File: src/rtl/muldiv_unit_if.sv
// Handshake and write-back bundle of the iterative RV32M multiply/divide unit.
// master: issuing side (start, op, operands, rd); slave: the unit (status, write-back).
interface muldiv_unit_if #(
  parameter int XLEN   = 32,
  parameter int ADDR_W = 5
);
  logic              start;
  logic [2:0]        funct3;
  logic [XLEN-1:0]   operand_a;
  logic [XLEN-1:0]   operand_b;
  logic [ADDR_W-1:0] rd_addr;
  logic              busy;
  logic              done;
  logic [XLEN-1:0]   wb_data;
  logic [ADDR_W-1:0] wb_address;
  logic              wb_enable;

  modport master (
    output start, funct3, operand_a, operand_b, rd_addr,
    input  busy, done, wb_data, wb_address, wb_enable
  );

  modport slave (
    input  start, funct3, operand_a, operand_b, rd_addr,
    output busy, done, wb_data, wb_address, wb_enable
  );
endinterface

File: src/rtl/muldiv_unit.sv
// Iterative RV32M multiply/divide unit: shift-add multiply, restoring divide.
// Ports: clk, reset (sync, active-high), bus (slave: start/op/operands in, busy/done/wb out).
module muldiv_unit #(
  parameter int XLEN   = 32,
  parameter int ADDR_W = 5
) (
  input  logic        clk,
  input  logic        reset,
  muldiv_unit_if.slave bus
);

  localparam int CNT_W = $clog2(XLEN);
  localparam logic [XLEN-1:0] MIN_NEG = {1'b1, {(XLEN-1){1'b0}}};

  typedef enum logic [1:0] {
    S_IDLE,
    S_CALC,
    S_FIX,
    S_DONE
  } state_t;

  state_t              r_state;
  logic [2:0]          r_f3;
  logic [ADDR_W-1:0]   r_rd;
  logic                r_sa;
  logic                r_sb;
  logic [2*XLEN-1:0]   r_acc;
  logic [XLEN-1:0]     r_op;
  logic [XLEN-1:0]     r_res;
  logic [CNT_W-1:0]    r_cnt;
  logic                r_busy;
  logic                r_done;
  logic                r_wb_en;
  logic [XLEN-1:0]     r_wb_data;
  logic [ADDR_W-1:0]   r_wb_addr;

  // issue-side decode
  logic [2:0]          w_f3;
  logic [XLEN-1:0]     w_a;
  logic [XLEN-1:0]     w_b;
  logic                w_mul;
  logic                w_sgn_a;
  logic                w_sgn_b;
  logic                w_neg_a;
  logic                w_neg_b;
  logic [XLEN-1:0]     w_a_mag;
  logic [XLEN-1:0]     w_b_mag;
  logic                w_div0;
  logic                w_ovf;
  logic [XLEN-1:0]     w_spec_res;

  always_comb begin
    w_f3    = bus.funct3;
    w_a     = bus.operand_a;
    w_b     = bus.operand_b;
    w_mul   = ~w_f3[2];
    // a unsigned only for MULHU/DIVU/REMU
    w_sgn_a = ~((w_f3 == 3'b011) | (w_f3[2] & w_f3[0]));
    // b signed only for MULH/DIV/REM
    w_sgn_b = (w_f3 == 3'b001) | (w_f3[2] & ~w_f3[0]);
    w_neg_a = w_sgn_a & w_a[XLEN-1];
    w_neg_b = w_sgn_b & w_b[XLEN-1];
    w_a_mag = w_neg_a ? -w_a : w_a;
    w_b_mag = w_neg_b ? -w_b : w_b;
    w_div0  = w_f3[2] & (w_b == '0);
    w_ovf   = w_f3[2] & ~w_f3[0]
            & (w_a == MIN_NEG) & (w_b == '1);
    w_spec_res = '0;
    if (w_div0) begin
      w_spec_res = w_f3[1] ? w_a : '1;
    end else if (w_ovf) begin
      w_spec_res = w_f3[1] ? '0 : MIN_NEG;
    end
  end

  // one iteration step
  logic [XLEN:0]       w_sum;
  logic [2*XLEN-1:0]   w_mul_nxt;
  logic [XLEN:0]       w_trial;
  logic [2*XLEN-1:0]   w_div_nxt;

  always_comb begin
    // multiply: acc = {partial, multiplier}; add then shift right
    w_sum = {1'b0, r_acc[2*XLEN-1:XLEN]}
          + {1'b0, (r_acc[0] ? r_op : '0)};
    w_mul_nxt = {w_sum, r_acc[XLEN-1:1]};
    // divide: acc = {remainder, dividend/quotient}
    w_trial = {r_acc[2*XLEN-1:XLEN], r_acc[XLEN-1]}
            - {1'b0, r_op};
    if (!w_trial[XLEN]) begin
      w_div_nxt = {w_trial[XLEN-1:0], r_acc[XLEN-2:0], 1'b1};
    end else begin
      w_div_nxt = {r_acc[2*XLEN-2:0], 1'b0};
    end
  end

  // sign fix-up and result select
  logic [2*XLEN-1:0]   w_prod;
  logic [XLEN-1:0]     w_quo;
  logic [XLEN-1:0]     w_rem;
  logic [XLEN-1:0]     w_fix_res;

  always_comb begin
    w_prod = (r_sa ^ r_sb) ? -r_acc : r_acc;
    w_quo  = (r_sa ^ r_sb) ? -r_acc[XLEN-1:0]
                           : r_acc[XLEN-1:0];
    w_rem  = r_sa ? -r_acc[2*XLEN-1:XLEN]
                  : r_acc[2*XLEN-1:XLEN];
    w_fix_res = '0;
    unique case (1'b1)
      (r_f3 == 3'b000):
        w_fix_res = w_prod[XLEN-1:0];
      (~r_f3[2] & (r_f3[1:0] != 2'b00)):
        w_fix_res = w_prod[2*XLEN-1:XLEN];
      (r_f3[2] & ~r_f3[1]):
        w_fix_res = w_quo;
      (r_f3[2] & r_f3[1]):
        w_fix_res = w_rem;
    endcase
  end

  always_ff @(posedge clk) begin
    if (reset) begin
      r_state   <= S_IDLE;
      r_f3      <= '0;
      r_rd      <= '0;
      r_sa      <= 1'b0;
      r_sb      <= 1'b0;
      r_acc     <= '0;
      r_op      <= '0;
      r_res     <= '0;
      r_cnt     <= '0;
      r_busy    <= 1'b0;
      r_done    <= 1'b0;
      r_wb_en   <= 1'b0;
      r_wb_data <= '0;
      r_wb_addr <= '0;
    end else begin
      r_done  <= 1'b0;
      r_wb_en <= 1'b0;
      unique case (r_state)
        S_IDLE: begin
          if (bus.start) begin
            r_f3  <= w_f3;
            r_rd  <= bus.rd_addr;
            r_sa  <= w_neg_a;
            r_sb  <= w_neg_b;
            r_cnt <= '0;
            if (w_div0 | w_ovf) begin
              r_res   <= w_spec_res;
              r_state <= S_DONE;
            end else begin
              r_acc   <= w_mul ? {{XLEN{1'b0}}, w_b_mag}
                               : {{XLEN{1'b0}}, w_a_mag};
              r_op    <= w_mul ? w_a_mag : w_b_mag;
              r_busy  <= 1'b1;
              r_state <= S_CALC;
            end
          end
        end
        S_CALC: begin
          r_acc <= r_f3[2] ? w_div_nxt : w_mul_nxt;
          r_cnt <= r_cnt + CNT_W'(1);
          if (r_cnt == CNT_W'(XLEN-1)) begin
            r_state <= S_FIX;
          end
        end
        S_FIX: begin
          r_res   <= w_fix_res;
          r_busy  <= 1'b0;
          r_state <= S_DONE;
        end
        S_DONE: begin
          r_done    <= 1'b1;
          r_wb_en   <= (r_rd != '0);
          r_wb_data <= r_res;
          r_wb_addr <= r_rd;
          r_state   <= S_IDLE;
        end
      endcase
    end
  end

  assign bus.busy       = r_busy;
  assign bus.done       = r_done;
  assign bus.wb_data    = r_wb_data;
  assign bus.wb_address = r_wb_addr;
  assign bus.wb_enable  = r_wb_en;

endmodule

File: src/flat_wrapper.sv
// flat-port wrapper written by rule: the top's interface ports become plain ports
module muldiv_unit_flat 
#(
  parameter int XLEN   = 32,
  parameter int ADDR_W = 5
)
  (clk, reset, bus_start, bus_funct3, bus_operand_a, bus_operand_b, bus_rd_addr, bus_busy, bus_done, bus_wb_data, bus_wb_address, bus_wb_enable);
  muldiv_unit_if #(.XLEN(XLEN), .ADDR_W(ADDR_W)) bus_i ();
  input  logic clk;
  input  logic reset;
  input wire logic [$bits(bus_i.start)-1:0] bus_start;
  input wire logic [$bits(bus_i.funct3)-1:0] bus_funct3;
  input wire logic [$bits(bus_i.operand_a)-1:0] bus_operand_a;
  input wire logic [$bits(bus_i.operand_b)-1:0] bus_operand_b;
  input wire logic [$bits(bus_i.rd_addr)-1:0] bus_rd_addr;
  output wire logic [$bits(bus_i.busy)-1:0] bus_busy;
  output wire logic [$bits(bus_i.done)-1:0] bus_done;
  output wire logic [$bits(bus_i.wb_data)-1:0] bus_wb_data;
  output wire logic [$bits(bus_i.wb_address)-1:0] bus_wb_address;
  output wire logic [$bits(bus_i.wb_enable)-1:0] bus_wb_enable;
  assign bus_i.start = bus_start;
  assign bus_i.funct3 = bus_funct3;
  assign bus_i.operand_a = bus_operand_a;
  assign bus_i.operand_b = bus_operand_b;
  assign bus_i.rd_addr = bus_rd_addr;
  assign bus_busy = bus_i.busy;
  assign bus_done = bus_i.done;
  assign bus_wb_data = bus_i.wb_data;
  assign bus_wb_address = bus_i.wb_address;
  assign bus_wb_enable = bus_i.wb_enable;
  muldiv_unit #(.XLEN(XLEN), .ADDR_W(ADDR_W)) u_core (.clk(clk), .reset(reset), .bus(bus_i));
endmodule
File: config.mk
export PLATFORM = sky130hd
export DESIGN_NAME = muldiv_unit_flat
export DESIGN_NICKNAME = d
export VERILOG_FILES = /design/src/rtl/muldiv_unit_if.sv /design/src/rtl/muldiv_unit.sv /design/src/flat_wrapper.sv
export SDC_FILE = /design/constraint.sdc
export NUM_CORES = 1
export LEC_CHECK = 0
export ABC_CLOCK_PERIOD_IN_PS = 3690
export BUFFER_PORTS_ARGS = -buffer_cell sky130_fd_sc_hd__buf_2
export CORE_AREA = 2 2 164 166
export DETAILED_ROUTE_END_ITERATION = 6
export DIE_AREA = 0 0 166 168
export HOLD_SLACK_MARGIN = 0.02
export PLACE_DENSITY = 0.79
export SLEW_MARGIN = 0
export SYNTH_ARGS = -nofsm -noshare
export SYNTH_HDL_FRONTEND = slang
export SYNTH_SLANG_ARGS = --single-unit
File: constraint.sdc
create_clock -name clk -period 3.69 [get_ports clk]
set_clock_uncertainty 0.05 [all_clocks]
set_input_delay 0 -clock clk [delete_from_list [all_inputs] [get_ports clk]]
set_output_delay 0 -clock clk [all_outputs]
set_load 0.02 [all_outputs]
==> metrics.md, run 1 <==
| Metric | Value |
|---|---|
| Num CTS Buffers | `17` |
| Top post-synthesis cells by count | `nor2_1, nand2_1, a21oi_1, dfxtp_1, o21ai_0` |
| Worst-skew pair later-pin latency | `0.45 ns` |
| Reg-to-reg startpoint | `u_core.r_acc[0]` |
| Max-Cap Viols | `0` |
| FFs w/ async S/R, synth | `0` |
| Final worst setup slack | `0.1898 ns` |
| Largest net degree at the start of global routing | `87` |
| Setup crit start | `u_core.r_acc[0]` |
| Core area | `0.02635 mm²` |
| Netlist cell types | `82` |
| Pre-antenna DRT Iters | `7` |
| Post-Synthesis Cells | `2235` |
| Fin Setup TNS | `0 ns` |
| Site Rows | `60` |
| Worst EP required | `3.91 ns` |
| DR DRC count | `5` |
| FF-to-FF setup slack | `0.19 ns` |
| Achievable clock frequency | `285.7 MHz` |
| Reg area | `0.003705 mm²` |
| Worst Setup End Kind | `flop` |
| Sink Count | `185` |
| Detailed-route via count | `18.70k` |
| Critical path type | `reg -> reg` |
| Die Y | `168 µm` |
| EDFF count, synth | `0` |
| H-tree levels | `4` |
| Mapped Nets | `2387` |
| Top_reg_cell synth | `dfxtp_1` |
| PnR Total Power | `10.44 mW` |
| Number of buffers added on ports | `114` |
| Actual slew at the worst max-slew pin | `1.154 ns` |
| Max_slew headroom | `0.2310` |
| Drt total wl | `64.58 mm` |
| Number of global-route vias before repair | `16.95k` |
| Pleak | `7.485 nW` |
| Antenna Cells | `0` |
| Die width | `166 µm` |
| Yosys warns | `0` |
| Most instantiated library cell after synthesis | `nor2_1` |
| Max FO, Critical Path | `17` |
| Area Growth Syn to Fin | `12.37%` |
| WL/cell | `24.04 µm` |
| Failing checks | `design-rule violations` |
| Pwr dens | `573.1 mW/mm²` |
| TritonCTS clock tree | `done` |
| Clock transition at path regs | `0.09 ns` |
| Avg Cell Area, Syn | `7.254 µm²` |
| Hold Crit Class | `in -> reg` |
| Total GRT Usage | `0.4451` |
| First-pass GRT wire length | `98.10 mm` |
| Drt via density | `6.961` |
| Sequential share of the synthesized area | `0.2284` |
| Routed Antenna Nets | `0` |
| Clock Tree Buf Depth | `2` |
| Final setup violation count | `0` |
| Fin crit share | `0.9486` |
| Crit path time final | `3.500 ns` |
| GRT Residual Overflow | `0` |
| Hold EP | `u_core.r_res[1]` |
| DRT iter0 DRCs | `3154` |
| # IOs | `115` |
| Multi-input logic area | `0.01165 mm²` |
| Area contributors post-synth | `dfxtp_1, nor2_1, ha_1` |
| DP HPWL | `49.26 mm` |
| Yosys reg bits | `185` |
| GPL Wtd Cong | `1.053` |
| CP startpoint kind | `flop` |
| Full die area | `0.02789 mm²` |
| Synthesized area | `0.01621 mm²` |
| Critical R2R Capture | `u_core.r_acc[63]` |
| Hold_sp | `bus_operand_a[1]` |
| Dpl ws | `0.2107 ns` |
| Crit path DAT | `3.72 ns` |
| Hold Violations, Final | `0` |
| Nets | `2484` |
| Area leader, netlist | `dfxtp_1` |
| Initial antenna violation count | `0` |
| Root buf cell | `clkbuf_16` |
| Slew Viols, Final | `0` |
| Synth top area share | `0.2284` |
| Reg2reg path depth | `13` |
| VDD IR max | `0.3579 mV` |
| Layout cell share with drive strength beyond 1 | `0.1377` |
| Hold Crit Depth | `3` |
| Run status | `complete, but fails checks` |
| Initial core utilization | `0.6152` |
| Number of fill cells | `2191` |
==> cell type report <==
class | count | area share
Sequential cell | 185 | 0.2034
Clock inverter | 15 | 0.01209
Clock buffer | 17 | 0.02335
Timing Repair Buffer | 229 | 0.08187
Tap cell | 341 | 0.02342
Multi-Input combinational cell | 1820 | 0.6394
Inverter | 79 | 0.01648
==> sequential cells by signal, summed over array words and instances (netlist names) <==
name,flops
u_core.bus.wb_data,32
u_core.r_f3,3
u_core.r_cnt,5
u_core.r_res,32
u_core.bus.wb_address,5
u_core.r_sa,1
u_core.r_op,32
u_core.r_acc,64
u_core.bus.busy,1
u_core.r_state,2
u_core.r_rd,5
u_core.r_sb,1
u_core.bus.done,1
u_core.bus.wb_enable,1
==> cell usage in the layout, fill, tap and decap left out, types with 9 or more instances in the layout <==
cell	n
nor2_1	276
nand2_1	231
a21oi_1	184
dfxtp_1	184
o21ai_0	129
buf_2	113
buf_4	102
xor2_1	81
xnor2_1	80
a211oi_1	79
nor3_1	78
inv_1	76
ha_1	73
mux2i_1	67
nand3_1	38
nor4_1	31
a21o_1	31
a31oi_1	26
o211ai_1	25
a22oi_1	25
mux2_2	23
o31ai_1	22
and3_1	21
or3_1	20
nand2b_1	18
clkbuf_16	17
or4_1	15
nand4_1	15
o21a_1	15
o221ai_1	14
and2_1	13
o41ai_1	13
nor2b_1	12
dlygate4sd3_1	12
or2_2	10
o22ai_1	10
a221oi_1	10
o21bai_1	9
a311oi_1	9
==> where the power goes <==
group          switching [mW]  internal [mW]  total (mW)  leakage, nW
Combinational            3.69           2.01        5.70         5.67
Sequential              0.420           2.31        2.73         1.51
Clock                    1.05          0.961        2.01        0.310
==> worst max path at each step <==
stage	endpoint	slack (ns)	cells after the start
final	u_core.r_acc[63]	0.19	13
after global routing	u_core.r_acc[62]	-0.01	12
after CTS	u_core.r_acc[59]	0.17	9
after detailed placement	u_core.r_acc[63]	0.21	13
after global placement	u_core.r_acc[59]	0.30	10
after floorplan	u_core.r_acc[58]	0.53	13
==> cell families (layout without fill, tap and decap cells) <==
logic type	after synthesis	in the layout	share of synthesized area
fa+ha+maj	77	77	0.06035
compound gates	676	676	0.2724
buf+inv	230	340	0.05580
xor+xnor	162	162	0.08752
simple gates	815	815	0.2381
mux	90	90	0.05734
flops	185	185	0.2284
==> per-stage QoR <==
step                      instance area, µm²  instances  hold WS [ns]  utilization
final                                  18220       2686       0.03471       0.6914
after global routing                   18220       2686       0.03777       0.6914
after CTS                              18170       2683       0.02242       0.6895
after detailed placement               17400       2639        0.1871       0.6604
after global placement                 17400       2639        0.1822       0.6604
after floorplan                        16210       2235       0.08597            -
==> critical path: stages (launching register included) <==
cell and delay, ns:
dfxtp_1 0.43, clkinvlp_4 0.32, buf_4 0.32, nor2_1 0.11, ha_1 0.32, a21oi_1 0.23
o21ai_0 0.15, or2_2 0.32, o22ai_1 0.16, a21oi_2 0.09, a41oi_1 0.31, a21oi_1 0.16
a221oi_1 0.27, a311oi_1 0.08
==> what timing repair did <==
action | CTS | global route
setup buffers | 0 | 3
gates resized for setup | 0 | 6
hold endpoints to repair | 12 | 0
endpoints found under the setup margin | 0 | 6
hold buffers | 12 | 0
==> per-layer routing <==
layer / vias up / wire [µm] / part of all wire / global-route usage
met1: 8632 / 24770 / 0.38 / 0.6040
met4: 0 / 3810 / 0.059 / 0.2234
met2: 1484 / 27320 / 0.42 / 0.6711
met5: - / 0 / 0 / 0
met3: 256 / 8681 / 0.13 / 0.09309
li1: 8325 / - / - / -
Power figures use the tool's default switching activity.
==> run 2, diff against run 1 <==
Settings changed: MAX_ROUTING_LAYER set to met4.
==> run 2 against run 1 <==
  * The flow finishes with violations (design-rule violations, negative setup slack)
  * Register-to-register slack gained 0.03 ns
  * Sequential power grew 1%
  * Die area is the same
  * First-iteration DRC count shrank 8.8%
  * Critical path type is now in -> reg
  * Highest routed layer unchanged
==> metrics.md, run 2 (synthesis gave the netlist of run 1 again) <==
| Metric | Value |
|---|---|
| Crit path to | `u_core.r_res[7]` |
| Pleak | `7.439 nW (-0.61%)` |
| VDD IR max | `0.3837 mV (+7.2%)` |
| Fin crit share | `1.010 (+0.06143)` |
| DR DRC count | `1 (-4)` |
| Drt via density | `6.878 (-1.2%)` |
| Worst Hold Slack | `0.02366 ns (-0.01105 ns)` |
| Final setup violation count | `1 (+1)` |
| Most frequent cells in the layout | `nor2_1, nand2_1, a21oi_1, dfxtp_1, o21ai_0` |
| Max_slew headroom | `0.2595 (+0.02848)` |
| Initial antenna violation count | `0 (unchanged)` |
| Commonest non-fill, non-tap cell in the layout | `nor2_1` |
| RSZ-0062 raised after global routing | `no` |
| Post-Layout Cell Count | `2677 (-0.34%)` |
| Pre-antenna DRT Iters | `7 (unchanged)` |
| Full die area | `0.02789 mm² (unchanged)` |
| Slew Viols, Final | `0 (unchanged)` |
| Layout cell share with drive strength beyond 1 | `0.1366 (-0.001182)` |
| Max-Cap Viols | `0 (unchanged)` |
| DP Cell Count | `2628 (-0.42%)` |
| Site Rows | `60 (unchanged)` |
| Reg2reg path depth | `11 (-2)` |
| DP HPWL | `48.47 mm (-1.6%)` |
| Post-layout util | `0.6896 (-0.001757)` |
| Sink Count | `185 (unchanged)` |
| Critical path type | `in -> reg` |
| TritonCTS clock tree | `done` |
| Dpl ws | `0.1425 ns (-0.06816 ns)` |
| First-pass GRT wire length | `95.92 mm (-2.2%)` |
| Achievable clock frequency | `268.3 MHz (-6.1%)` |
| Worst-skew pair later-pin latency | `0.46 ns (about the same)` |
| DRT iter0 DRCs | `2876 (-8.8%)` |
| Post-route cell area | `0.01817 mm² (-0.25%)` |
| WL/cell | `23.68 µm (-1.5%)` |
| Clock transition at path regs | `0.08 ns (about the same)` |
| Max FO, Critical Path | `6 (-11)` |
| Number of fill cells | `2246 (+2.5%)` |
| # IOs | `115 (unchanged)` |
| Clock Tree Buf Depth | `2 (unchanged)` |
| Fin Setup TNS | `-0.03688 ns (-0.03688 ns)` |
| Die Y | `168 µm (unchanged)` |
| FF-to-FF setup slack | `0.22 ns (+0.03 ns)` |
| Comb pwr share | `0.542 (-0.004)` |
| Setup crit start | `bus_operand_a[26]` |
| Area Growth Syn to Fin | `12.09%` |
| Final worst setup slack | `-0.03688 ns (-0.2267 ns)` |
| Routed Antenna Nets | `0 (unchanged)` |
| Hold Violations, Final | `0 (unchanged)` |
| Nets | `2475 (-0.36%)` |
| Largest Register | `u_core.r_acc` |
| Failing checks | `design-rule violations, negative setup slack` |
| GPL Wtd Cong | `1.116 (+6.0%)` |
| Reg-to-reg startpoint | `u_core.r_acc[32]` |
| NetSw | `5.123 mW (-0.70%)` |
| Detailed-route via count | `18.41k (-1.5%)` |
| CP startpoint kind | `input port` |
| Antenna Cells | `0 (unchanged)` |
| Critical R2R Capture | `u_core.r_acc[35]` |
| Crit path time final | `3.727 ns (+0.2267 ns)` |
| PnR Total Power | `10.35 mW (-0.87%)` |
| Initial core utilization | `0.6152 (unchanged)` |
| Pwr dens | `569.6 mW/mm² (-0.62%)` |
| Core area | `0.02635 mm² (unchanged)` |
| Run status | `complete, but fails checks` |
| Root buf cell | `clkbuf_16` |
| Max reg flops | `64 (unchanged)` |
| Number of buffers added on ports | `114 (unchanged)` |
| Drt total wl | `63.38 mm (-1.9%)` |
| Actual slew at the worst max-slew pin | `1.111 ns (-0.04273 ns)` |
| Sw frac | `0.4950 (+0.0008378)` |
| Num CTS Buffers | `17 (unchanged)` |
| Die width | `166 µm (unchanged)` |
| Total GRT Usage | `0.4464 (+0.001304)` |
| Hold Crit Class | `in -> reg` |
| Worst EP required | `3.93 ns (+0.02 ns)` |
| P_int | `5.227 mW (-1.0%)` |
| H-tree levels | `4 (unchanged)` |
| Number of global-route vias before repair | `16.76k (-1.1%)` |
| DP Area | `0.01732 mm² (-0.47%)` |
| Crit path DAT | `3.97 ns (+0.25 ns)` |
| Largest net degree at the start of global routing | `85 (-2.3%)` |
| Reg power frac | `0.267 (+0.006)` |
| Worst Setup End Kind | `flop` |
| Clk pwr share | `0.191 (-0.002)` |
| GRT Residual Overflow | `0 (unchanged)` |
## run 2: changes by cell type in the layout (fill, tap and decap cells not counted), moves of 2 or more
cell | before | now
a211oi_1 | 79 | 77
a211oi_2 | 0 | 2
a21oi_2 | 2 | 4
buf_4 | 102 | 90
clkinv_8 | 5 | 7
dlygate4sd3_1 | 12 | 14
inv_12 | 5 | 3
## run 2: power groups by stage
stage                     combinational [mW]  clock (mW)  sequential (mW)
after floorplan                         3.77           0             2.55
after global placement                  5.22           0             2.75
after detailed placement                5.31           0             2.77
after CTS                               5.35        1.97             2.72
after global routing                    5.95        2.05             2.79
final                                   5.61        1.97             2.77
## run 2: timing repair
action,CTS,global route
hold buffers,14,0
resized for setup,0,14
hold endpoints to repair,16,0
setup buffers,0,2
setup endpoints to repair,0,15
## run 2: area by class of cell
cell class / instances / area [µm²] / share of cell area
Tap cell: 341 / 426.7 / 0.02348
Multi-Input combinational cell: 1820 / 11670 / 0.6425
Sequential cell: 185 / 3706 / 0.2040
Timing Repair inverter: 1 / 5.005 / 0.0002754
Clock inverter: 15 / 211.5 / 0.01164
Timing Repair Buffer: 219 / 1421 / 0.07822
Clock buffer: 17 / 425.4 / 0.02341
Inverter: 79 / 300.3 / 0.01653
## run 2: critical path, stage by stage
cell and delay [ns]:
dlygate4sd3_1 0.54, buf_2 0.18, or4_1 0.59, nor4_1 0.33
buf_4 0.20, nand4_1 0.11, buf_4 0.20, o21ai_4 0.25
nand3_1 0.19, a21boi_0 0.32, a2111oi_1 0.78, buf_4 0.22
nor3_1 0.05
## run 2: worst min-delay path by stage
| stage | from | endpoint | slack [ns] | depth (start not counted) |
|---|---|---|---|---|
| final | bus_operand_b[15] | u_core.r_acc[15] | 0.02 | 5 |
| after CTS | bus_operand_b[15] | u_core.r_acc[15] | 0.02 | 5 |
| after detailed placement | bus_rd_addr[3] | u_core.r_rd[3] | 0.20 | 3 |
| after global routing | bus_operand_b[15] | u_core.r_acc[15] | 0.07 | 5 |
| after global placement | bus_rd_addr[4] | u_core.r_rd[4] | 0.19 | 3 |
| after floorplan | bus_rd_addr[0] | u_core.r_rd[0] | 0.09 | 2 |
## run 2: routing by layer
metal	track usage	wire [µm]	up-vias
met4	0.2378	3988	0
met1	0.5806	25010	8546
met3	0.08909	7605	274
met5	-	0	-
met2	0.6547	26780	1284
li1	-	-	8308
